File: src/rtl/axi_node_pkg.sv
// axi_node_pkg: shared AXI node encodings and index-width helper
package axi_node_pkg;
  typedef enum logic [1:0] {BURST_FIXED, BURST_INCR, BURST_WRAP} axi_burst_e;
  typedef enum logic [1:0] {RESP_OKAY, RESP_EXOKAY, RESP_SLVERR, RESP_DECERR} axi_resp_e;
  function automatic int idx_w(input int n);
    return (n <= 2) ? 1 : $clog2(n);
  endfunction
endpackage

File: src/rtl/axi_rr_arb.sv
// axi_rr_arb: N-way round-robin arbiter (req/en in, one-hot gnt + binary idx out, pointer advances past each grant)
module axi_rr_arb
  import axi_node_pkg::*;
#(
  parameter int N  = 8,
  parameter int IW = idx_w(N)
) (
  input  logic          clk,
  input  logic          rst_n,
  input  logic [N-1:0]  req,
  input  logic          en,
  output logic [N-1:0]  gnt,
  output logic [IW-1:0] idx
);
  logic [IW-1:0] ptr;
  logic          found;
  always_comb begin
    idx   = '0;
    found = 1'b0;
    gnt   = '0;
    for (int k = 0; k < N; k++)
      if (!found && req[k] && int'(ptr) <= k) begin
        idx   = IW'(k);
        found = 1'b1;
      end
    for (int k = 0; k < N; k++)
      if (!found && req[k]) begin
        idx   = IW'(k);
        found = 1'b1;
      end
    for (int k = 0; k < N; k++)
      gnt[k] = en && req[k] && idx == IW'(k);
  end
  always_ff @(posedge clk or negedge rst_n)
    if (!rst_n) ptr <= '0;
    else if (en && found) ptr <= (int'(idx) == N - 1) ? '0 : idx + IW'(1);
endmodule

File: src/rtl/axi_ar_req_arbiter.sv
// axi_ar_req_arbiter: round-robin AR arbiter of N_TARG_PORT targets onto one registered AR channel; arid_o = {winner, arid}
module axi_ar_req_arbiter
  import axi_node_pkg::*;
#(
  parameter int AXI_ADDRESS_W = 32,
  parameter int AXI_USER_W    = 6,
  parameter int N_TARG_PORT   = 8,
  parameter int AXI_ID_IN     = 16,
  parameter int AXI_ID_OUT    = AXI_ID_IN + $clog2(N_TARG_PORT)
) (
  input  logic                                 clk,
  input  logic                                 rst_n,
  input  logic [N_TARG_PORT-1:0]               arvalid_i,
  output logic [N_TARG_PORT-1:0]               arready_o,
  input  logic [N_TARG_PORT*AXI_ID_IN-1:0]     arid_i,
  input  logic [N_TARG_PORT*AXI_ADDRESS_W-1:0] araddr_i,
  input  logic [N_TARG_PORT*8-1:0]             arlen_i,
  input  logic [N_TARG_PORT*3-1:0]             arsize_i,
  input  logic [N_TARG_PORT*2-1:0]             arburst_i,
  input  logic [N_TARG_PORT*AXI_USER_W-1:0]    aruser_i,
  output logic                                 arvalid_o,
  input  logic                                 arready_i,
  output logic [AXI_ID_OUT-1:0]                arid_o,
  output logic [AXI_ADDRESS_W-1:0]             araddr_o,
  output logic [7:0]                           arlen_o,
  output logic [2:0]                           arsize_o,
  output logic [1:0]                           arburst_o,
  output logic [AXI_USER_W-1:0]                aruser_o
);
  localparam int IW = idx_w(N_TARG_PORT);
  logic [AXI_ID_IN-1:0]     id_a   [N_TARG_PORT];
  logic [AXI_ADDRESS_W-1:0] addr_a [N_TARG_PORT];
  logic [7:0]               len_a  [N_TARG_PORT];
  logic [2:0]               size_a [N_TARG_PORT];
  logic [1:0]               burst_a[N_TARG_PORT];
  logic [AXI_USER_W-1:0]    user_a [N_TARG_PORT];
  logic [IW-1:0]            idx;
  logic                     slot_free;
  for (genvar g = 0; g < N_TARG_PORT; g++) begin : g_slice
    assign id_a[g]    = arid_i[g*AXI_ID_IN +: AXI_ID_IN];
    assign addr_a[g]  = araddr_i[g*AXI_ADDRESS_W +: AXI_ADDRESS_W];
    assign len_a[g]   = arlen_i[g*8 +: 8];
    assign size_a[g]  = arsize_i[g*3 +: 3];
    assign burst_a[g] = arburst_i[g*2 +: 2];
    assign user_a[g]  = aruser_i[g*AXI_USER_W +: AXI_USER_W];
  end
  assign slot_free = rst_n && (!arvalid_o || arready_i);
  axi_rr_arb #(.N(N_TARG_PORT), .IW(IW)) u_arb (
    .clk  (clk),
    .rst_n(rst_n),
    .req  (arvalid_i),
    .en   (slot_free),
    .gnt  (arready_o),
    .idx  (idx)
  );
  always_ff @(posedge clk or negedge rst_n)
    if (!rst_n) begin
      arvalid_o <= 1'b0;
      arid_o    <= '0;
      araddr_o  <= '0;
      arlen_o   <= '0;
      arsize_o  <= '0;
      arburst_o <= '0;
      aruser_o  <= '0;
    end else if (|arready_o) begin
      arvalid_o <= 1'b1;
      arid_o    <= {idx, id_a[idx]};
      araddr_o  <= addr_a[idx];
      arlen_o   <= len_a[idx];
      arsize_o  <= size_a[idx];
      arburst_o <= burst_a[idx];
      aruser_o  <= user_a[idx];
    end else if (arready_i) arvalid_o <= 1'b0;
endmodule

File: config.mk
export PLATFORM = sky130hd
export DESIGN_NAME = axi_ar_req_arbiter
export DESIGN_NICKNAME = d
export VERILOG_FILES = /design/src/rtl/axi_node_pkg.sv /design/src/rtl/axi_rr_arb.sv /design/src/rtl/axi_ar_req_arbiter.sv
export SDC_FILE = /design/constraint.sdc
export NUM_CORES = 1
export LEC_CHECK = 0
export BUFFER_PORTS_ARGS = -buffer_cell sky130_fd_sc_hd__buf_4
export CORE_AREA = 8 8 234 236
export DETAILED_ROUTE_END_ITERATION = 10
export DIE_AREA = 0 0 242 244
export GPL_TIMING_DRIVEN = 0
export PLACE_DENSITY = 0.48
export SLEW_MARGIN = 20
export SYNTH_ARGS = -nofsm -noshare
export SYNTH_HDL_FRONTEND = slang
export SYNTH_SLANG_ARGS = --single-unit
export TNS_END_PERCENT = 20
File: constraint.sdc
create_clock -name clk -period 4.2 [get_ports clk]
set_input_delay 0.21 -clock clk [delete_from_list [all_inputs] [get_ports clk]]
set_output_delay 0.21 -clock clk [all_outputs]
set_load 0.02 [all_outputs]
Word level (Yosys, flattened, before mapping)
Index checks and enable logic that the tools add are counted.
Word-level totals
  register bits after elaboration: 74
  input port bits: 547
  output and inout bits: 79
  logic and storage cells: 138
Operators by class
  $add $sub $neg: 1
  $lt $le $gt $ge: 8
  equality and inequality tests: 8
  muxes and demuxes: 52
  bitwise logic cells: 1
  reduce and logical (&&, ||, !) cells: 60
Operator list (number)
  binary-select mux 32 bit (select 3 bit): 1
  2-to-1 mux 32 bit: 2
  2-to-1 mux 3 bit: 17
  binary-select mux 16 bit (select 3 bit): 1
  logical AND 1 bit: 40
  2-to-1 mux 16 bit: 2
  binary-select mux 8 bit (select 3 bit): 1
  2-to-1 mux 1 bit: 19
  binary-select mux 6 bit (select 3 bit): 1
  zero test 1 bit: 16
  2-to-1 mux 8 bit: 2
  equality test 3 bit, second input constant: 4
  2-to-1 mux 6 bit: 2
  binary-select mux 3 bit (select 3 bit): 1
  less-or-equal comparator 3 bit, second input constant: 3
  OR reduction 8 bit: 1
  binary-select mux 2 bit (select 3 bit): 1
  equality test 3 x 1 -> 1 bit, second input constant: 2
  equality test 3 x 2 -> 1 bit, second input constant: 2
  less-or-equal comparator 3 x 1 -> 1 bit, second input constant: 2
  less-or-equal comparator 3 x 2 -> 1 bit, second input constant: 2
  >= comparator 4 bit, second input constant: 1
  2-to-1 mux 2 bit: 2
  NOT 3 -> 4 bit: 1
  4 further kinds: 4

Longest topological paths before layout
Gate-level depths: netlist (run 1).
  word-level depth: 58
  depth in mapped cells: 17
  depth with buffers taken out: 12

Hierarchy
A second synthesis (run 1) with hierarchy kept.
Unflattened totals
  cell total of the unflattened synthesis: 476
  area total of the unflattened synthesis: 7468.4 µm²
Modules (own cells, without submodules)
  axi_ar_req_arbiter: times used 1, cells each 393, area each 6832.8 µm², seq. area each 1776.7 µm²
  axi_rr_arb: times used 1, cells each 83, area each 635.6 µm², seq. area each 75.1 µm²

Worst setup path before layout (run 1)
No wires, ideal clock.
  path kind: flip-flop to flip-flop
  start point: register u_arb.ptr[0]
  end point: register arid_o[16]
  library setup time: 0.125 ns
  data arrival time: 3.042 ns
  required time: 4.075 ns
  path slack: 1.033 ns
  cell stages (with the launch flop): 13
  path buffers: 2
  period minus slack after synthesis: 3.167 ns
  cells stage by stage: dfrtp_1 -> a21bo_2 -> a21oi_2 -> o41ai_2 -> nor2_1 -> inv_1 -> ha_1 -> and3_1 -> or2_2 -> a211oi_2 -> buf_4 -> buf_4 -> mux2_2
On the way
  word-level cells in the longest chain between the ends: 57
  elaborated cells on any way between the ends: 91
  classes of those cells: order compare (7); eq/ne (7); mux (30); reduce/logical (47)
RTL lines
  start, declared: line axi_rr_arb.sv:15  | logic [IW-1:0] ptr;
  start signal, assigned: line axi_rr_arb.sv:36  | else if (en && found) ptr <= (int'(idx) == N - 1) ? '0 : idx + IW'(1);
  less-or-equal comparator 3 x 1 -> 1 bit: line axi_rr_arb.sv:22  | if (!found && req[k] && int'(ptr) <= k) begin
  logical AND 1 bit: line axi_rr_arb.sv:22
  2-to-1 mux 1 bit: line axi_rr_arb.sv:22
  zero test 1 bit: line axi_rr_arb.sv:22
  logical AND 1 bit (2 in a row): line axi_rr_arb.sv:22
  2-to-1 mux 1 bit: line axi_rr_arb.sv:22
  zero test 1 bit: line axi_rr_arb.sv:22
  logical AND 1 bit (2 in a row): line axi_rr_arb.sv:22
  (+40 left out)
  2-to-1 mux 1 bit: line axi_rr_arb.sv:27  | if (!found && req[k]) begin
  zero test 1 bit: line axi_rr_arb.sv:27
  logical AND 1 bit: line axi_rr_arb.sv:27
  2-to-1 mux 3 bit *: line axi_rr_arb.sv:27
  equality test 3 bit *: line axi_rr_arb.sv:32  | gnt[k] = en && req[k] && idx == IW'(k);
  logical AND 1 bit *: line axi_rr_arb.sv:32
  net arready_o[7]: line axi_ar_req_arbiter.sv:14  | output logic [N_TARG_PORT-1:0] arready_o,
  OR reduction 8 bit *: line axi_ar_req_arbiter.sv:65  | end else if (|arready_o) begin
  end signal, assigned: line axi_ar_req_arbiter.sv:67  | arid_o <= {idx, id_a[idx]};
  end, declared: line axi_ar_req_arbiter.sv:23  | output logic [AXI_ID_OUT-1:0] arid_o,
Mark *: on every way through the listed nets, which the timed path passes. The rest lies on a longest branch.
A chain may end at the register's enable or synchronous reset.

Worst setup path after layout (run 1)
  start point: register u_arb.ptr[0]
  end point: register arid_o[2]
On the way
  word-level cells in the longest chain between the ends: 58
  elaborated cells on any way between the ends: 95
  classes of those cells: order compare (7); eq/ne (7); mux (33); bitwise (1); reduce/logical (47)
RTL lines (line)
  less-or-equal comparator 3 x 1 -> 1 bit: axi_rr_arb.sv:22
  logical AND 1 bit: axi_rr_arb.sv:22
  2-to-1 mux 1 bit: axi_rr_arb.sv:22
  zero test 1 bit: axi_rr_arb.sv:22
  logical AND 1 bit (2 in a row): axi_rr_arb.sv:22
  2-to-1 mux 1 bit: axi_rr_arb.sv:22
  zero test 1 bit: axi_rr_arb.sv:22
  logical AND 1 bit (2 in a row): axi_rr_arb.sv:22
  (+39 left out)
  logical AND 1 bit: axi_rr_arb.sv:27
  2-to-1 mux 1 bit: axi_rr_arb.sv:27
  zero test 1 bit: axi_rr_arb.sv:27
  logical AND 1 bit: axi_rr_arb.sv:27
  2-to-1 mux 3 bit *: axi_rr_arb.sv:27
  NOT 3 -> 4 bit (implied by the code): axi_ar_req_arbiter.sv:67
  binary-select mux 16 bit (select 3 bit): axi_ar_req_arbiter.sv:67
  2-to-1 mux 16 bit (implied by the code) (2 in a row): axi_ar_req_arbiter.sv:67
Mark *: on every way between the ends. The rest lies on a longest branch, timed or not. The select of a mux whose other input is x is not followed.

==> results_dict.tcl, run 1 <==
set metrics [dict create \
    outcome "finished, final reports clean" \
    whs_path_depth 3 \
    crit_chain "and4b_1 > o21ai_1 > a2111oi_4 > nor2_1 > ha_1 > and3_1 > or2_2 > a211oi_2 > buf_4 > buf_4 > a221oi_1 > a22o_1" \
    max_stage_delay_ns 0.75 \
    dp_hpwl_microns 42130 \
    whs_endpoint "arvalid_o" \
    cts_sinks 74 \
    r2r_cells 12 \
    final_area_sq_um 13120 \
    cts_tree "yes" \
    drtPass1Iterations 5 \
    grt_usage_pct 15.98 \
    drv_cap 0 \
    cts-root-buf "clkbuf_16" \
    yosys_warnings 0 \
    grt_max_degree 76 \
    synthCells 712 \
    post-route-util_pct 25.79 \
    num_rows 83 \
    vdd_drop_max_mv 0.2119 \
    synth_ff_type "dfrtp_1" \
    grt_pass1_wl_microns 70060 \
    synth_top_cell_area_share_pct 37.29 \
    slew_viol_final 0 \
    worstSetupPathType "flip-flop to flip-flop" \
    overflow 0 \
    critPathMostFrequentCell "buf_4" \
    pwr_density_cell_nw_per_um2 705.9 \
    synth_area_sq_um 7194 \
    ys_top_cells_by_count "268 x mux2i_1, 74 x dfrtp_1, 68 x a22oi_1" \
    cts_buffer_depth 2 \
    synth_edf_count 0 \
    drive_gt1_share_pct 51.81 \
    wirelength_microns 49950 \
    die_w_microns 242 \
    portBuffers 625 \
    hold_class "input port to flip-flop" \
    die_h_microns 244 \
    endpoint_kind "flip-flop" \
    dieArea_sq_um 59050 \
    dpl_cell_area_sq_um 12750 \
    cts_buffers 9 \
    drcViolationCount 0 \
    core_sq_um 50890 \
    finClkSkew_ns 0.01346 \
    yosysSeqAreaShare_pct 25.74 \
    synth.most_common_cell "mux2i_1" \
    htree_levels 3 \
    cp_max_fo 10 \
    r2r_slack_ns 0.29 \
    antenna_found_initial 3 \
    rsz0062_at_grt "no" \
    io_pins 626 \
    vias 8889 \
    hold_viol 0 \
    max_freq_ghz 0.2556 \
    synthTopCellsByArea "mux2i_1 37%, dfrtp_1 26%, a221oi_1 8.2%, a22o_1 8.2%, a22oi_1 7.1%" \
    drt_iter0_markers 336 \
    wl_per_cell_microns 24.56 \
    floorplan.initialDensity_pct 14.14 \
    synth_nets 1265 \
    setup_violations 0 \
    ant_nets 0 \
    startpoint_type "flip-flop" \
    rr_startpoint "u_arb.ptr[0]" \
    crit_path_top_delay_cell "a2111oi_4" \
    vias_per_cell 4.370 \
    leakagePower_nw 6.952 \
    max-slew-margin-rel_pct 33.16 \
    worst_hold_slack_ns 0.1196 \
    required_ns 4.44 \
    nNetsFinal 1901 \
    post-route-min-period_ns 3.913 \
    grt_pass1_vias 9925 \
    tightest_slew_ns 1.003 \
    clk_pin_slew_worst_paths_ns 0.07 \
    clk_latency_ns 0.36 \
    fin_crit_sh_pct 93.16 \
    synth_top_area_cell "mux2i_1" \
    async_reset_ff_share_pct 100.0 \
    r2r-end "arid_o[2]" \
    gp_congestion 0.8958 \
    syn_avg_cell_area_sq_um 10.10 \
    synth-seq-cells 74 \
    min_from "arready_i" \
    cp_data_arrival_time_ns 4.15 \
    area_delta_synth_final_pct 82.42 \
    ys_types 42 \
]
[layout make-up]
class | instances | area [sq um]
flip-flops and latches | 74 | 1852
diodes | 1 | 2.502
plain buffers | 73 | 364.1
clock buffers | 10 | 229.0
multi-input cells | 556 | 4975
inverters | 8 | 30.03
well taps | 680 | 850.8
clock inverters | 6 | 115.1
repair buffers | 626 | 4706
fillers | 5565 | 37760
[repair_timing]
action	in CTS	in global routing
resized for setup	2	2
hold endpoints to repair	0	59
buffers inserted	0	0
hold buffers	0	1
endpoints found under the setup margin	70	13
[worst max-delay path, delay by kind of cell (launching register included)]
kind / cells / cell delay [ns]
AO/OA/AOI/OAI: 5 / 1.46
adder cells (fa/ha/maj): 1 / 0.25
buffers and inverters: 2 / 0.56
flip-flops: 1 / 0.51
AND/OR/NAND/NOR: 4 / 1.01
[registers in the layout, summed over array words and instances, names as in the netlist]
register,flops
araddr_o,32
arburst_o,2
arid_o,19
arlen_o,8
arsize_o,3
aruser_o,6
arvalid_o,1
u_arb.ptr,3
[where the power goes]
part | internal, mW | switching [mW] | total (mW) | leakage (nW)
Sequential | 1.09 | 0.221 | 1.31 | 0.913
Combinational | 2.91 | 4.09 | 7.00 | 5.88
Clock | 0.584 | 0.365 | 0.949 | 0.163
Total | 4.59 | 4.68 | 9.26 | 6.95
[how the worst max path moves through the flow]
stage / startpoint / end / slack, ns / depth (start not counted)
floorplan: u_arb.ptr[0] / arid_o[16] / 1.03 / 12
global placement: u_arb.ptr[0] / araddr_o[29] / -0.33 / 15
global route: u_arb.ptr[2] / arid_o[17] / 0.01 / 12
finish: u_arb.ptr[0] / arid_o[2] / 0.29 / 12
CTS: u_arb.ptr[0] / araddr_o[29] / 0.04 / 14
detailed placement: u_arb.ptr[0] / arid_o[3] / -0.39 / 15
[layer usage]
metal / GRT usage, % / wire length, microns / vias up
li1: - / - / 4161
met1: 18.35 / 20290 / 4182
met2: 28.06 / 24620 / 494
met3: 4.971 / 3617 / 50
met4: 5.215 / 1413 / 2
met5: 0 / 13 / -
[logic make-up after synthesis]
logic type               after synthesis  share of synthesized area [%]
AO/OA/AOI/OAI                        231                          26.75
adder cells (fa/ha/maj)                6                          1.043
buffers and inverters                 82                          5.443
flip-flops                            74                          25.74
multiplexers                         271                          37.76
AND/OR/NAND/NOR                       48                          3.270
[cells in the final DEF, fill, tap and decap left out, types with 5 or more instances in the layout]
| cell | count |
|---|---|
| a221oi_1 | 65 |
| o21ai_0 | 5 |
| dfrtp_1 | 74 |
| nor2_1 | 14 |
| inv_1 | 7 |
| a22oi_1 | 68 |
| nand2b_1 | 5 |
| clkbuf_1 | 29 |
| a22o_1 | 67 |
| ha_1 | 6 |
| buf_2 | 32 |
| clkbuf_16 | 9 |
| mux2i_1 | 268 |
| buf_4 | 635 |
| nand2_1 | 15 |
[metrics by stage]
step           setup WS, ns  power, mW  TNS, ns  std cells
2_1_floorplan         1.033      5.581        0        712
3_3_place_gp        -0.3321      8.370   -5.914       2017
3_5_place_dp        -0.3912      8.406   -8.350       2017
4_1_cts             0.03775      9.410        0       2032
5_1_grt             0.01245      9.850        0       2033
6_report             0.2873      9.264        0       2034
Power figures use the tool's default switching activity.
==> inputs of run 2 (changes only) <==
--- a/config.mk
+++ b/config.mk
@@ -5,14 +5,16 @@
 export SDC_FILE = /design/constraint.sdc
 export NUM_CORES = 1
 export LEC_CHECK = 0
+export ABC_AREA = 1
 export BUFFER_PORTS_ARGS = -buffer_cell sky130_fd_sc_hd__buf_4
-export CORE_AREA = 8 8 234 236
+export CORE_AREA = 8 8 239 241
 export DETAILED_ROUTE_END_ITERATION = 10
-export DIE_AREA = 0 0 242 244
+export DIE_AREA = 0 0 247 249
 export GPL_TIMING_DRIVEN = 0
-export PLACE_DENSITY = 0.48
+export PLACE_DENSITY = 0.53
 export SLEW_MARGIN = 20
 export SYNTH_ARGS = -nofsm -noshare
 export SYNTH_HDL_FRONTEND = slang
+export SYNTH_HIERARCHICAL = 1
 export SYNTH_SLANG_ARGS = --single-unit
 export TNS_END_PERCENT = 20
==> run 2 against run 1 <==
  * Global-route usage grew 3.8 points
  * Combinational power increased by 28%
  * Clock skew down 0.0026 ns
  * Die area rose by 4.2%
  * Critical endpoint is now araddr_o[8]
==> results_dict.tcl, run 2 <==
set metrics [dict create \
    antenna_found_initial 3 \
    fin_crit_sh_pct 91.73 \
    synth_area_sq_um 10360 \
    drcViolationCount 0 \
    yosys_warnings 6 \
    pwr_density_cell_nw_per_um2 687.6 \
    vias_per_cell 4.270 \
    syn_avg_cell_area_sq_um 5.034 \
    synthAdderAreaFrac_pct 0.7243 \
    die_w_microns 247 \
    cp_data_arrival_time_ns 4.15 \
    hold_class "input port to flip-flop" \
    drive_gt1_share_pct 28.26 \
    synth_top_family_by_area "simple AND/OR/NAND/NOR gates" \
    synth_top_area_cell "nand2_1" \
    die_h_microns 249 \
    grt_pass1_wl_microns 90890 \
    clk_pin_slew_worst_paths_ns 0.07 \
    num_rows 85 \
    synthTopCellsByArea "nand2_1 28%, nand3_1 23%, inv_1 20%, dfrtp_1 18%, buf_2 3.1%" \
    hold_viol 0 \
    ant_nets 0 \
    synth_top_cell_area_share_pct 27.52 \
    vias 14510 \
    slew_viol_final 0 \
    synth-compound-area-share_pct 0.9174 \
    cts_buffers 9 \
    grt_max_degree 76 \
    async_reset_ff_share_pct 100.0 \
    synth_nets 2612 \
    worstSetupPathType "flip-flop to flip-flop" \
    drtPass1Iterations 5 \
    layout_commonest_cell "nand2_1" \
    endpoint_kind "flip-flop" \
    post-route-min-period_ns 3.853 \
    wl_per_cell_microns 18.86 \
    clk_latency_ns 0.37 \
    cts_sinks 74 \
    tightest_slew_ns 0.8017 \
    dieArea_sq_um 61500 \
    cp_max_fo 11 \
    grt_usage_pct 19.74 \
    ys_top_cells_by_count "760 x nand2_1, 558 x inv_1, 483 x nand3_1" \
    synth_ff_type "dfrtp_1" \
    top_register "araddr_o" \
    portBuffers 625 \
    htree_levels 3 \
    max-slew-margin-rel_pct 46.55 \
    grt_pass1_vias 14190 \
    largest_register_ffs 32 \
    drt_iter0_markers 898 \
    leakagePower_nw 10.59 \
    cts-root-buf "clkbuf_16" \
    reg_top3 "araddr_o (32), arid_o (19), arlen_o (8)" \
    overflow 0 \
    gp_congestion 0.8860 \
    nNetsFinal 3249 \
    yosys.area_share.simple_pct 52.75 \
    core_sq_um 53280 \
    outcome "finished, final reports clean" \
    fin_tns_setup_ns 0 \
    area_delta_synth_final_pct 57.13 \
    wirelength_microns 64080 \
    setup_violations 0 \
    yosysSeqAreaShare_pct 17.87 \
    dp_hpwl_microns 52650 \
    fin_cells 3398 \
    synthMuxAreaShare_pct 0 \
    floorplan.initialDensity_pct 19.45 \
    yosys.area_share.xor_xnor_pct 0 \
    vdd_drop_max_mv 0.3208 \
    drv_cap 0 \
    mostFrequentLayoutCells "760 x nand2_1, 647 x buf_4, 558 x inv_1" \
    rsz0062_at_grt "no" \
    ys_types 30 \
    startpoint_type "flip-flop" \
    max_freq_ghz 0.2596 \
    synth.most_common_cell "nand2_1" \
    cts_buffer_depth 2 \
    io_pins 626 \
    cts_tree "yes" \
    synthCells 2059 \
    synth-seq-cells 74 \
    finClkSkew_ns 0.01083 \
    synth_edf_count 0 \
    required_ns 4.50 \
    dp.cells 3380 \
]
## run 2: cell count changes in the layout (fill, tap and decap cells not counted), sizes merged, moves of 4 or more
| cell | before | now |
|---|---|---|
| a21oi | 4 | 0 |
| nand2b | 5 | 0 |
| inv | 8 | 566 |
| a221oi | 67 | 0 |
| clkbuf | 39 | 25 |
| nand4 | 0 | 4 |
| a22o | 67 | 0 |
| nand2 | 15 | 764 |
| mux2i | 268 | 0 |
| nand3 | 3 | 484 |
| a22oi | 68 | 0 |
| buf | 669 | 736 |
## run 2: path summary, 6_finish.rpt
kind / end / slack (ns) / cells past startpoint / startpoint
setup / recovery: araddr_o[8] / 0.35 / 20 / u_arb/ptr[2]
hold / removal: arvalid_o / 0.04 / 2 / arready_i
setup reg to reg: araddr_o[8] / 0.35 / 20 / u_arb/ptr[2]
hold reg to reg: arid_o[17] / 0.49 / 2 / arid_o[17]
max in group asynchronous: arid_o[15] / 3.16 / 2 / rst_n
min in group asynchronous: araddr_o[21] / 0.47 / 2 / rst_n
## run 2: kinds of logic (layout without fill, tap and decap cells)
kind of cell / after synthesis / after routing
compound gates: 14 / 14
buf+inv: 694 / 1335
flops: 74 / 74
fa+ha+maj: 6 / 6
other cells: 0 / 2
simple gates: 1271 / 1271
## run 2: layout make-up
cell class | instances | area (sq um)
sequential | 74 | 1852
buffer | 126 | 740.7
multi-input combinational | 1291 | 5643
antenna | 2 | 5.005
clock buffer | 10 | 229.0
timing repair buffer | 626 | 4706
clock inverter | 5 | 103.9
inverter | 568 | 2137
fill | 6343 | 37000
tap | 696 | 870.8
## run 2: timing repair
action                     CTS  global route
hold buffers                 0             1
setup endpoints to repair    0            60
setup buffers                0             0
resized for setup            0             2
hold endpoints to repair     0            62
## run 2: worst max-delay path, cell delays in order (launching register included)
cell,delay [ns]
dfrtp_1,0.42
nand2_1,0.11
o21ai_1,0.25
nand4_2,0.18
nor2_4,0.15
nand4_4,0.10
nor2_4,0.16
nand3_1,0.11
nand2_1,0.15
ha_1,0.23
ha_1,0.16
inv_1,0.05
nor3_1,0.29
inv_1,0.07
nand2_1,0.06
nor2_1,0.06
nand2_4,0.25
clkbuf_4,0.39
buf_2,0.32
nand3_1,0.14
nand3_1,0.10
## run 2: stage by stage
stage	util, %	total power [mW]	setup slack (ns)	cell area, sq um	hold slack, ns
final	30.57	11.20	0.3473	16290	0.04230
after floorplan	-	6.617	0.9764	10360	-0.08559
after global routing	30.56	12.14	0.04817	16280	0.04170
after CTS	30.52	11.33	0.08132	16260	0.01429
after detailed placement	29.89	10.34	0.09396	15930	0.4312
after global placement	29.89	10.36	0.09443	15930	0.4268
## run 2: layer usage
metal,global-route usage (%),part of all wire (%)
met4,6.630,3.0
met5,0,0.044
met3,4.031,7.7
met2,33.96,48
met1,24.13,41
## run 2: power by group
part | internal [mW] | switching (mW) | total (mW)
sequential | 1.08 | 0.208 | 1.28
clock | 0.578 | 0.356 | 0.934
combinational | 2.96 | 6.02 | 8.98
